--- config.mk ---
export PLATFORM = sky130hd
export DESIGN_NAME = controle_multiciclo
export DESIGN_NICKNAME = d
export VERILOG_FILES = /design/src/rtl/mips_pkg.sv /design/src/rtl/decod_alu.sv /design/src/rtl/controle_multiciclo.sv
export SDC_FILE = /design/constraint.sdc
export NUM_CORES = 1
export LEC_CHECK = 0
export BUFFER_PORTS_ARGS = -buffer_cell sky130_fd_sc_hd__buf_4
export CAP_MARGIN = 5
export CORE_MARGIN = 2
export CORE_UTILIZATION = 48
export CTS_CLUSTER_DIAMETER = 30
export DETAILED_ROUTE_END_ITERATION = 10
export PLACE_DENSITY = 0.92
export SETUP_SLACK_MARGIN = 0.4
export SYNTH_ARGS = -nofsm -noshare
export SYNTH_HDL_FRONTEND = slang
export SYNTH_HIERARCHICAL = 1
export SYNTH_SLANG_ARGS = --single-unit
--- constraint.sdc ---
create_clock -name clock -period 4.92 [get_ports clock]
set_clock_uncertainty 0.1 [all_clocks]
set_input_delay 0.984 -clock clock [delete_from_list [all_inputs] [get_ports clock]]
set_output_delay 0.984 -clock clock [all_outputs]
set_load 0.005 [all_outputs]
--- src/rtl/mips_pkg.sv ---
// Shared encodings for the multicycle MIPS32 control unit: FSM states,
// opcode/funct values and the ALU operation codes the ALU also decodes.
package mips_pkg;

    typedef enum logic [3:0] {
        FETCH        = 4'd0,
        DECODE       = 4'd1,
        MEM_ADDR     = 4'd2,
        MEM_READ     = 4'd3,
        MEM_WB       = 4'd4,
        MEM_WRITE    = 4'd5,
        EXECUTE      = 4'd6,
        R_COMPLETION = 4'd7,
        BRANCH       = 4'd8,
        JUMP         = 4'd9,
        ADDI_EXEC    = 4'd10,
        ADDI_WB      = 4'd11
    } estado_t;

    localparam logic [5:0] OP_RTYPE = 6'b000000;
    localparam logic [5:0] OP_LW    = 6'b100011;
    localparam logic [5:0] OP_SW    = 6'b101011;
    localparam logic [5:0] OP_BEQ   = 6'b000100;
    localparam logic [5:0] OP_J     = 6'b000010;
    localparam logic [5:0] OP_ADDI  = 6'b001000;

    localparam logic [5:0] FN_ADD = 6'b100000;
    localparam logic [5:0] FN_SUB = 6'b100010;
    localparam logic [5:0] FN_AND = 6'b100100;
    localparam logic [5:0] FN_OR  = 6'b100101;
    localparam logic [5:0] FN_NOR = 6'b100111;
    localparam logic [5:0] FN_SLT = 6'b101010;

    localparam logic [3:0] ALU_AND = 4'b0000;
    localparam logic [3:0] ALU_OR  = 4'b0001;
    localparam logic [3:0] ALU_ADD = 4'b0010;
    localparam logic [3:0] ALU_SUB = 4'b0110;
    localparam logic [3:0] ALU_SLT = 4'b0111;
    localparam logic [3:0] ALU_NOR = 4'b1100;

    function automatic logic opcode_valido(input logic [5:0] op);
        return (op == OP_RTYPE) || (op == OP_LW) || (op == OP_SW) ||
               (op == OP_BEQ) || (op == OP_J) || (op == OP_ADDI);
    endfunction

endpackage

--- src/rtl/decod_alu.sv ---
// R-type funct decoder: ALU operation code plus a flag for supported functs.
module decod_alu
    import mips_pkg::*;
(
    input  logic [5:0] funct,
    output logic [3:0] alu_ctl,
    output logic       funct_valido
);

    always_comb begin
        alu_ctl      = ALU_AND;
        funct_valido = 1'b1;
        case (funct)
            FN_ADD:  alu_ctl = ALU_ADD;
            FN_SUB:  alu_ctl = ALU_SUB;
            FN_AND:  alu_ctl = ALU_AND;
            FN_OR:   alu_ctl = ALU_OR;
            FN_NOR:  alu_ctl = ALU_NOR;
            FN_SLT:  alu_ctl = ALU_SLT;
            default: funct_valido = 1'b0;
        endcase
    end

endmodule

--- src/rtl/controle_multiciclo.sv ---
// Multicycle MIPS32 control FSM: sequences fetch/decode/execute/memory/writeback
// and drives the datapath selects, write enables and ALU operation.
//
// state        | meaning
// FETCH        | read instruction at PC, PC+4 (load IR/PC once memory ready)
// DECODE       | compute branch target, dispatch on opcode/funct
// MEM_ADDR     | ALUOut = A + signext (lw/sw address)
// MEM_READ     | read data memory into MDR, wait for memory
// MEM_WB       | write MDR into rt
// MEM_WRITE    | write B to data memory, wait for memory
// EXECUTE      | R-type ALU operation on A, B
// R_COMPLETION | write ALUOut into rd
// BRANCH       | compare A, B; load branch target if Zero
// JUMP         | load jump target
// ADDI_EXEC    | ALUOut = A + signext
// ADDI_WB      | write ALUOut into rt
module controle_multiciclo
    import mips_pkg::*;
(
    input  logic       clock,
    input  logic       reset,
    input  logic [5:0] opcode,
    input  logic [5:0] funct,
    input  logic       Zero,
    input  logic       MemPronto,
    output logic       PCEn,
    output logic       IorD,
    output logic       MemRead,
    output logic       MemWrite,
    output logic       IRWrite,
    output logic       RegDst,
    output logic       MemtoReg,
    output logic       RegWrite,
    output logic       ALUSrcA,
    output logic [1:0] ALUSrcB,
    output logic [1:0] PCSource,
    output logic [3:0] ALUcontrol,
    output logic       invalido,
    output logic [3:0] estado
);

    estado_t    state;
    logic [3:0] alu_funct;
    logic       funct_valido;
    logic       dec_invalido;

    decod_alu u_decod_alu (
        .funct        (funct),
        .alu_ctl      (alu_funct),
        .funct_valido (funct_valido)
    );

    assign dec_invalido = !opcode_valido(opcode) ||
                          ((opcode == OP_RTYPE) && !funct_valido);

    always_ff @(posedge clock) begin
        if (reset) begin
            state <= FETCH;
        end else begin
            case (state)
                FETCH:        if (MemPronto) state <= DECODE;
                DECODE: begin
                    if (dec_invalido)
                        state <= FETCH;
                    else begin
                        case (opcode)
                            OP_LW, OP_SW: state <= MEM_ADDR;
                            OP_RTYPE:     state <= EXECUTE;
                            OP_BEQ:       state <= BRANCH;
                            OP_J:         state <= JUMP;
                            OP_ADDI:      state <= ADDI_EXEC;
                            default:      state <= FETCH;
                        endcase
                    end
                end
                MEM_ADDR:     state <= (opcode == OP_SW) ? MEM_WRITE : MEM_READ;
                MEM_READ:     if (MemPronto) state <= MEM_WB;
                MEM_WB:       state <= FETCH;
                MEM_WRITE:    if (MemPronto) state <= FETCH;
                EXECUTE:      state <= R_COMPLETION;
                R_COMPLETION: state <= FETCH;
                BRANCH:       state <= FETCH;
                JUMP:         state <= FETCH;
                ADDI_EXEC:    state <= ADDI_WB;
                ADDI_WB:      state <= FETCH;
                default:      state <= FETCH;
            endcase
        end
    end

    // Outputs follow the state register; reset forces everything low so no
    // write can escape in the cycle that aborts an instruction.
    always_comb begin
        PCEn       = 1'b0;
        IorD       = 1'b0;
        MemRead    = 1'b0;
        MemWrite   = 1'b0;
        IRWrite    = 1'b0;
        RegDst     = 1'b0;
        MemtoReg   = 1'b0;
        RegWrite   = 1'b0;
        ALUSrcA    = 1'b0;
        ALUSrcB    = 2'b00;
        PCSource   = 2'b00;
        ALUcontrol = ALU_AND;
        invalido   = 1'b0;
        estado     = 4'd0;
        if (!reset) begin
            estado = state;
            case (state)
                FETCH: begin
                    MemRead    = 1'b1;
                    ALUSrcB    = 2'b01;
                    ALUcontrol = ALU_ADD;
                    IRWrite    = MemPronto;
                    PCEn       = MemPronto;
                end
                DECODE: begin
                    ALUSrcB    = 2'b11;
                    ALUcontrol = ALU_ADD;
                    invalido   = dec_invalido;
                end
                MEM_ADDR, ADDI_EXEC: begin
                    ALUSrcA    = 1'b1;
                    ALUSrcB    = 2'b10;
                    ALUcontrol = ALU_ADD;
                end
                MEM_READ: begin
                    MemRead = 1'b1;
                    IorD    = 1'b1;
                end
                MEM_WB: begin
                    RegWrite = 1'b1;
                    MemtoReg = 1'b1;
                end
                MEM_WRITE: begin
                    MemWrite = 1'b1;
                    IorD     = 1'b1;
                end
                EXECUTE: begin
                    ALUSrcA    = 1'b1;
                    ALUcontrol = alu_funct;
                end
                R_COMPLETION: begin
                    RegDst     = 1'b1;
                    RegWrite   = 1'b1;
                    ALUcontrol = alu_funct;
                end
                BRANCH: begin
                    ALUSrcA    = 1'b1;
                    ALUcontrol = ALU_SUB;
                    PCSource   = 2'b01;
                    PCEn       = Zero;
                end
                JUMP: begin
                    PCSource = 2'b10;
                    PCEn     = 1'b1;
                end
                ADDI_WB:  RegWrite = 1'b1;
                default:  invalido = 1'b1;
            endcase
        end
    end

endmodule

==> results.yml, run 1 <==
logic_synthesis:
  synth_mux_area_frac: 0.0151
  yosysUniqueCellTypes: 43
  yosys-top-cells-area: "dfxtp_1 11%, nor2_1 5.5%, nand2b_1 5.0%, nor4_1 5.0%, nor2b_1 4.2%"
  synth_compound_area_frac: 0.294
  synth.top_cell.area_share: 0.107
  synth-seq-cells: 4
  synth_simple_gate_area_frac: 0.478
  synth-xor-area-share: 0.0234
  synth_top_family_by_area: "simple AND/OR/NAND/NOR gates"
  synthCells: 111
  syn_nets: 127
  avgSynthCellArea_um2: 6.74
  yosysSeqAreaShare: 0.107
  syn-cell-area_um2: 748
  yosysTopAreaCell: "dfxtp_1"
  synth_adder_area_share: 0.0134
  yosysWarningCount: 6
placed_design:
  dpl.hpwl_um: 1590
  port_buffers: 37
  preCtsSetupSlack_ns: 1.46
  gp_congestion: 0.831
floorplan:
  row_count: 14
  core-area_um2: 1490
  start_util: 0.503
  dieArea_um2: 1890
  die_w_um: 43.5
  die_y_um: 43.5
  io_pins: 38
global_routing:
  grt_max_degree: 20
  track_usage: 0.227
  grt-ovfl-total: 0
  grt_pass1_wl_um: 3440
  grt_pass1_vias: 797
  antenna_found_initial: 0
clock_network:
  htree_levels: 1
  clock_sinks: 4
  cts_tree: "done"
  clk_path_buf_depth: 2
  clk-insertion-delay-late_ns: 0.23
  post-cts-setup-buffers: 0
  post_cts_resized: 0
  cts_buffers: 3
  clk_pin_slew_ns: 0.04
  hold_buffers: 0
  cts_root_buffer: "clkbuf_4"
power_and_ir_drop:
  switchingPower_w: 0.0000359
  clkPwrFrac: 0.319
  p_comb_frac: 0.378
  leakagePower_nw: 0.416
  p_int_w: 0.0000849
  swShare: 0.297
  peakVddDrop_mv: 0.156
  seqPwrFrac: 0.303
  power_density_nw_per_um2: 117
sta:
  rsz0062_at_grt: "false"
  fmax_mhz: 290
  finalSetupViolations: 0
  worst_slew_margin_rel: 0.607
  fin_ws_ns: 1.47
  timing.final.crit_share: 0.701
  finalSetupTns_ns: 0
  hold_viol: 0
  finalMaxSlewViolations: 0
  tightest_slew_ns: 0.588
  fin_crit_ns: 3.45
cells_and_area:
  drive_above_1_share: 0.315
  layout_commonest_cell: "buf_4"
  fillers: 138
  synthToLayoutAreaGrowth_pct: 38.5
  top_register: "state"
  largest_register_ffs: 4
  nets: 161
  largest_registers: "state: 4 flops"
  n_antenna_cell: 0
  layout_common_cells: "37 x buf_4, 11 x nor2_1"
critical_path:
  cp-end-kind: "primary output"
  crit_type: "input pin to primary output"
  critPathRequiredTime_ns: 3.84
  cp-start-kind: "input pin"
  rr_worst_depth: 4
  r2r-start: "state[0]"
  crit_fanout: 6
  cpPeakStageDelay_ns: 0.53
  cp.arrival_ns: 2.36
  r2r_end: "state[2]"
  r2r_setup_slack_ns: 3.06
  cp_cell_sequence: "buf_4, or4_4, or3_1, nand3b_1, o2bb2ai_1, buf_4"
  crit_top_cell: "buf_4"
  critPathSlowestCell: "or4_4"
hold_path:
  min_from: "state[3]"
  hp-class: "flip-flop to flip-flop"
  holdPathStages: 2
  holdPathEnd: "state[3]"
run_status:
  status: "complete, no violations"
routing:
  drcViolationCount: 0
  routed_via_density: 5.87
  wl_per_cell_um: 12.5
  vias: 933
  first_pass_iters: 6
  drtAntennaViolNets: 0
  drt_iter0_markers: 19
  wl_um: 1980
run:
  maxCapViolations: 0
==> per-layer routing <==
| metal | up-vias | part of all wire | global-route usage |
|---|---|---|---|
| met4 | 0 | 0.0071 | 0.0242 |
| met3 | 2 | 0.062 | 0.0500 |
| met2 | 35 | 0.48 | 0.364 |
| li1 | 486 | - | - |
| met5 | - | 0 | 0 |
| met1 | 410 | 0.45 | 0.323 |
==> cells by family (layout without fill, tap and decap cells) <==
| family | count (synthesis) | count (layout) |
|---|---|---|
| XOR/XNOR | 2 | 2 |
| adder cells (fa/ha/maj) | 1 | 1 |
| buffers and inverters | 13 | 45 |
| multiplexers | 1 | 1 |
| flip-flops | 4 | 4 |
| AND/OR/NAND/NOR | 61 | 61 |
| AO/OA/AOI/OAI | 29 | 29 |
==> cells in the mapped netlist <==
master,instances
or3_1,3
nand3_1,3
and2_1,3
nand2b_1,6
o22ai_1,2
nand4_1,1
a21boi_0,1
o21a_1,1
nor4b_1,1
a21o_1,2
and4b_1,1
nand2_1,6
clkbuf_1,5
a21oi_1,4
nand4bb_1,2
a311oi_1,1
or2_1,1
o2111ai_1,1
o22ai_2,1
buf_2,2
maj3_1,1
nor2b_1,5
a211oi_2,1
xor2_1,1
o21ai_0,5
a211oi_1,2
o32a_1,2
and3_2,1
a2111o_1,2
nor3_1,6
xnor2_1,1
inv_1,5
or4_4,1
dfxtp_1,4
o211ai_1,2
buf_1,1
or3b_1,2
o2bb2ai_1,1
nand3b_1,2
mux2_2,1
nor2_1,11
nor4_1,6
a22o_1,1
==> final cells by class <==
cell class | instances | area [um2] | area share
Sequential cell | 4 | 80.1 | 0.0773
Clock buffer | 3 | 22.5 | 0.0217
Timing Repair Buffer | 37 | 278 | 0.268
Tap cell | 16 | 20.0 | 0.0193
Inverter | 5 | 18.8 | 0.0181
Multi-Input combinational cell | 94 | 617 | 0.595
==> worst max path at each step <==
stage               from        to  slack [ns]  cells after the start
6_report       opcode[0]  invalido        1.47                      6
5_1_grt        opcode[0]  invalido        1.43                      6
3_5_place_dp   opcode[0]  invalido        1.46                      6
2_1_floorplan  opcode[0]  invalido        1.80                      4
4_1_cts        opcode[0]  invalido        1.46                      6
3_3_place_gp   opcode[0]  invalido        1.53                      6
==> power by group through the flow <==
| stage | clock (W) | combinational, W | sequential [W] |
|---|---|---|---|
| floorplan | 0 | 0.0000258 | 0.0000340 |
| global placement | 0 | 0.0000440 | 0.0000370 |
| detailed placement | 0 | 0.0000457 | 0.0000369 |
| CTS | 0.0000398 | 0.0000458 | 0.0000364 |
| global route | 0.0000432 | 0.0000505 | 0.0000369 |
| finish | 0.0000385 | 0.0000456 | 0.0000366 |
==> critical path, delay by kind of cell <==
kind	cells	cell delay [ns]
and+or+nand+nor	3	0.99
AOI/OAI and AO/OA	1	0.12
buffers and inverters	2	0.26
==> stage by stage <==
stage	hold WS (ns)	instances	total power [W]	area, um2	utilization
2_1_floorplan	0.467	111	0.0000598	748	-
3_3_place_gp	0.546	156	0.0000811	1010	0.681
3_5_place_dp	0.564	156	0.0000826	1010	0.681
4_1_cts	0.573	159	0.000122	1040	0.696
5_1_grt	0.644	159	0.000131	1040	0.696
6_report	0.573	159	0.000121	1040	0.696
(Power assumes the default switching activity.)
==> run 2, diff against run 1 <==
- CORE_UTILIZATION: 48 -> 45
- PLACE_DENSITY: 0.92 -> 0.87
- clock period: 4.92 -> 3.4 ns (I/O delays scaled with it)
==> run 2 against run 1 <==
  * Cell area unchanged
  * Critical path type unchanged
  * Worst setup slack lost 0.89 ns
  * Flip-flop and latch count is the same
  * Critical path depth unchanged
  * Largest power group unchanged
==> results.yml, run 2 (same netlist as run 1, synthesis figures left out) <==
run_status:
  status: "complete, no violations"
critical_path:
  setup.worst_path.start: "opcode[0]"
  cp-start-kind: "input pin"
  crit_buf_inv: 2
  rr_worst_depth: 4
  r2r_setup_slack_ns: 1.52
  critPathRequiredTime_ns: 2.62
  cpPeakStageDelay_ns: 0.53
  cp_cell_sequence: "buf_4, or4_4, or3_1, nand3b_1, o2bb2ai_1, buf_4"
  r2r_end: "state[2]"
  critPathSlowestCell: "or4_4"
  crit_type: "input pin to primary output"
  cp.arrival_ns: 2.04
  r2r-start: "state[0]"
  cp-end-kind: "primary output"
  crit_fanout: 6
  crit_family: "simple AND/OR/NAND/NOR gates"
  crit_top_cell: "buf_4"
sta:
  finalMaxSlewViolations: 0
  finalSetupTns_ns: 0
  fin_crit_ns: 2.82
  fin_ws_ns: 0.582
  rsz0062_at_grt: "false"
  tightest_slew_ns: 0.606
  timing.final.crit_share: 0.829
  whs_ns: 0.578
  finalSetupViolations: 0
  worst_slew_margin_rel: 0.595
  hold_viol: 0
  fmax_mhz: 355
routing:
  routed_via_density: 6.08
  first_pass_iters: 5
  vias: 966
  drt_iter0_markers: 37
  drcViolationCount: 0
  drtAntennaViolNets: 0
  wl_per_cell_um: 14.4
  wl_um: 2280
global_routing:
  grt_max_degree: 20
  grt_pass1_wl_um: 3900
  grt-ovfl-total: 0
  track_usage: 0.251
  grt_pass1_vias: 872
  antenna_found_initial: 0
cells_and_area:
  synthToLayoutAreaGrowth_pct: 38.5
  largest_register_ffs: 4
  finalInstanceArea_um2: 1040
  layout_commonest_cell: "buf_4"
  nets: 161
  drive_above_1_share: 0.315
  layout_common_cells: "37 x buf_4, 11 x nor2_1"
  regArea_um2: 80.1
  n_antenna_cell: 0
  top_register: "state"
  multiInputGateArea_um2: 617
  largest_registers: "state: 4 flops"
  fillers: 136
placed_design:
  port_buffers: 37
  gp_congestion: 0.795
  dpl.hpwl_um: 1700
  preCtsSetupSlack_ns: 0.591
  placed_area_um2: 1010
floorplan:
  core-area_um2: 1520
  dieArea_um2: 2000
  die_y_um: 44.8
  row_count: 14
  start_util: 0.491
  io_pins: 38
  die_w_um: 44.8
power_and_ir_drop:
  peakVddDrop_mv: 0.175
  leakagePower_nw: 0.416
  power_density_nw_per_um2: 172
clock_network:
  cts_root_buffer: "clkbuf_4"
  clk_pin_slew_ns: 0.04
  htree_levels: 1
  post-cts-setup-buffers: 0
  post_cts_resized: 0
  cts_tree: "done"
  cts_buffers: 3
  clock_sinks: 4
  hold_buffers: 0
  clk_path_buf_depth: 2
  clk-insertion-delay-late_ns: 0.23
hold_path:
  min_from: "state[3]"
  hp-class: "flip-flop to flip-flop"
  holdPathEnd: "state[3]"
  holdPathStages: 2
run:
  maxCapViolations: 0
run 2: cell counts in the layout (fill, tap and decap cells not counted):
No cell type changed its count.
run 2: tightest hold or removal path: cells and delay by family (launching register included):
kind            cells  cell delay (ns)
flops               1             0.44
simple gates        1             0.11
compound gates      1             0.08
run 2: metrics by stage:
stage	cells	util	power (W)
floorplan	111	-	0.0000866
global placement	156	0.665	0.000118
detailed placement	156	0.665	0.000120
CTS	159	0.680	0.000179
global route	159	0.680	0.000188
finish	159	0.680	0.000178
run 2: worst max-delay path by stage:
| stage | end | slack, ns | depth (start not counted) |
|---|---|---|---|
| final | invalido | 0.58 | 6 |
| after global placement | invalido | 0.61 | 6 |
| after global routing | invalido | 0.52 | 6 |
| after detailed placement | invalido | 0.59 | 6 |
| after floorplan | invalido | 0.89 | 4 |
| after CTS | invalido | 0.59 | 6 |
run 2: layout make-up:
type,instances,share of cell area
clock buffer,3,0.0217
inverter,5,0.0181
multi-input combinational,94,0.595
sequential,4,0.0773
tap,16,0.0193
timing repair buffer,37,0.268
run 2: metal layers:
layer / wire, um / GRT usage / share of wire
met5: 0 / 0 / 0
met4: 9 / 0.0706 / 0.0039
met3: 104 / 0.0280 / 0.046
met2: 1140 / 0.432 / 0.50
met1: 1030 / 0.330 / 0.45
run 2: power by group:
group	total (W)	internal [W]	switching [W]	leakage, nW
registers	0.0000530	0.0000483	0.00000471	0.0325
logic	0.0000673	0.0000352	0.0000321	0.370
clock network	0.0000576	0.0000394	0.0000182	0.0138
==> run 3, diff against run 2 <==
- CORE_UTILIZATION: 45 -> 40
- PLACE_DENSITY: 0.87 -> 0.83
- clock period: 3.4 -> 2.5 ns (I/O delays scaled with it)
==> run 3 against run 2 <==
  * Routed wire length shrank 2.8%
  * Total power rose by 44%
  * Clock-buffer cell count did not move
  * Global-route usage down 5.7 points
  * Via count rose by 1.4%
  * Critical path type unchanged
==> results.yml, run 3 (same netlist as run 1, synthesis figures left out) <==
cells_and_area:
  fin_cells: 172
  top_register: "state"
  n_antenna_cell: 0
  largest_register_ffs: 4
  layout_common_cells: "38 x buf_4, 11 x nor2_1, 6 x nand2_1, 6 x nor4_1, 6 x nor3_1"
  drive_above_1_share: 0.415
  synthToLayoutAreaGrowth_pct: 51.5
  largest_registers: "state: 4 flops"
  nets: 165
  layout_commonest_cell: "buf_4"
critical_path:
  critPathRequiredTime_ns: 1.90
  crit_fanout: 6
  crit_family: "simple AND/OR/NAND/NOR gates"
  r2r-start: "state[1]"
  r2r_end: "state[2]"
  setup.worst_path.start: "opcode[5]"
  cp-end-kind: "primary output"
  crit_cells: 6
  crit_buf_inv: 2
  crit_top_cell: "buf_4"
  crit_type: "input pin to primary output"
  cp.arrival_ns: 1.83
  rr_worst_depth: 4
  cpPeakStageDelay_ns: 0.53
  cp-start-kind: "input pin"
  r2r_setup_slack_ns: 0.93
  critPathSlowestCell: "or4_4"
  cp_cell_sequence: "buf_4, or4_4, or3_4, nand3b_1, o2bb2ai_2, buf_4"
power_and_ir_drop:
  p_comb_frac: 0.411
  p_int_w: 0.000175
  peakVddDrop_mv: 0.285
  leakagePower_nw: 0.455
  seqPwrFrac: 0.268
  clkPwrFrac: 0.320
  swShare: 0.317
  power_density_nw_per_um2: 226
  switchingPower_w: 0.0000811
floorplan:
  die_y_um: 47.3
  start_util: 0.429
  row_count: 15
  dieArea_um2: 2230
  io_pins: 38
  die_w_um: 47.3
  core-area_um2: 1750
hold_path:
  holdPathStages: 2
  hp-class: "flip-flop to flip-flop"
  min_from: "state[3]"
  holdPathEnd: "state[3]"
placed_design:
  placedCellCount: 167
  gp_congestion: 0.807
  dpl.hpwl_um: 1630
  port_buffers: 37
clock_network:
  cts_root_buffer: "clkbuf_4"
  clock_sinks: 4
  cts_tree: "done"
  hold_buffers: 0
  clk_path_buf_depth: 2
  clk_pin_slew_ns: 0.04
  cts_buffers: 3
  htree_levels: 1
  clk-insertion-delay-late_ns: 0.24
routing:
  wl_per_cell_um: 12.9
  wl_um: 2220
  drt_iter0_markers: 13
  vias: 980
  drcViolationCount: 0
  routed_via_density: 5.70
  drtAntennaViolNets: 0
  first_pass_iters: 4
global_routing:
  grt_pass1_wl_um: 3180
  grt_pass1_vias: 767
  grt-ovfl-total: 0
  track_usage: 0.193
  antenna_found_initial: 0
  grt_max_degree: 20
sta:
  rsz0062_at_grt: "true"
  hold_viol: 0
  finalSetupViolations: 0
  finalMaxSlewViolations: 0
  worst_slew_margin_rel: 0.745
  fmax_mhz: 412
  tightest_slew_ns: 0.379
  fin_crit_ns: 2.43
  finalSetupTns_ns: 0
  timing.final.crit_share: 0.971
run:
  maxCapViolations: 0
run_status:
  status: "complete, no violations"
run 3: worst max path at each step:
| stage | end | slack [ns] |
|---|---|---|
| after global placement | invalido | 0.06 |
| after floorplan | invalido | 0.35 |
| after CTS | invalido | 0.06 |
| after detailed placement | invalido | 0.05 |
| final | invalido | 0.07 |
| after global routing | invalido | 0.04 |
run 3: area by class of cell:
cell class | instances | area [um2]
clock buffers | 3 | 22.5
fillers | 155 | 612
flip-flops and latches | 4 | 90.1
well taps | 25 | 31.3
multi-input cells | 94 | 648
inverters | 5 | 18.8
repair buffers | 41 | 323
run 3: timing repair:
item                                    CTS  global route
setup buffers                             1             1
gates resized for setup                  10            10
endpoints found under the setup margin   10             6
endpoints found under the hold margin     0             0
pin swaps                                 1             5
run 3: per-stage QoR:
step	area, um2	total power, W	hold WS [ns]	setup slack [ns]	util
after global placement	1040	0.000162	0.556	0.0638	0.596
after floorplan	748	0.000118	0.467	0.347	-
after global routing	1130	0.000274	0.506	0.0356	0.649
after detailed placement	1040	0.000165	0.568	0.0511	0.596
final	1130	0.000256	0.489	0.0724	0.649
after CTS	1090	0.000253	0.482	0.0626	0.627
run 3: per-layer routing:
| metal | GRT usage | up-vias | wire length, um |
|---|---|---|---|
| met5 | 0 | - | 0 |
| met1 | 0.267 | 447 | 944 |
| met4 | 0.0167 | 0 | 0 |
| met3 | 0.0577 | 0 | 127 |
| met2 | 0.308 | 38 | 1150 |
| li1 | - | 495 | - |
run 3: power groups by stage:
stage | Clock (W) | Sequential (W) | Combinational (W)
final | 0.0000820 | 0.0000687 | 0.000105
after global routing | 0.0000912 | 0.0000691 | 0.000114
after CTS | 0.0000839 | 0.0000697 | 0.0000991
after detailed placement | 0 | 0.0000703 | 0.0000945
after global placement | 0 | 0.0000703 | 0.0000918
after floorplan | 0 | 0.0000669 | 0.0000508
run 3: worst min-delay path, delay by kind of cell (launching register included):
kind               cells  cell delay (ns)
AOI/OAI and AO/OA      1             0.07
and+or+nand+nor        1             0.08
DFF                    1             0.39
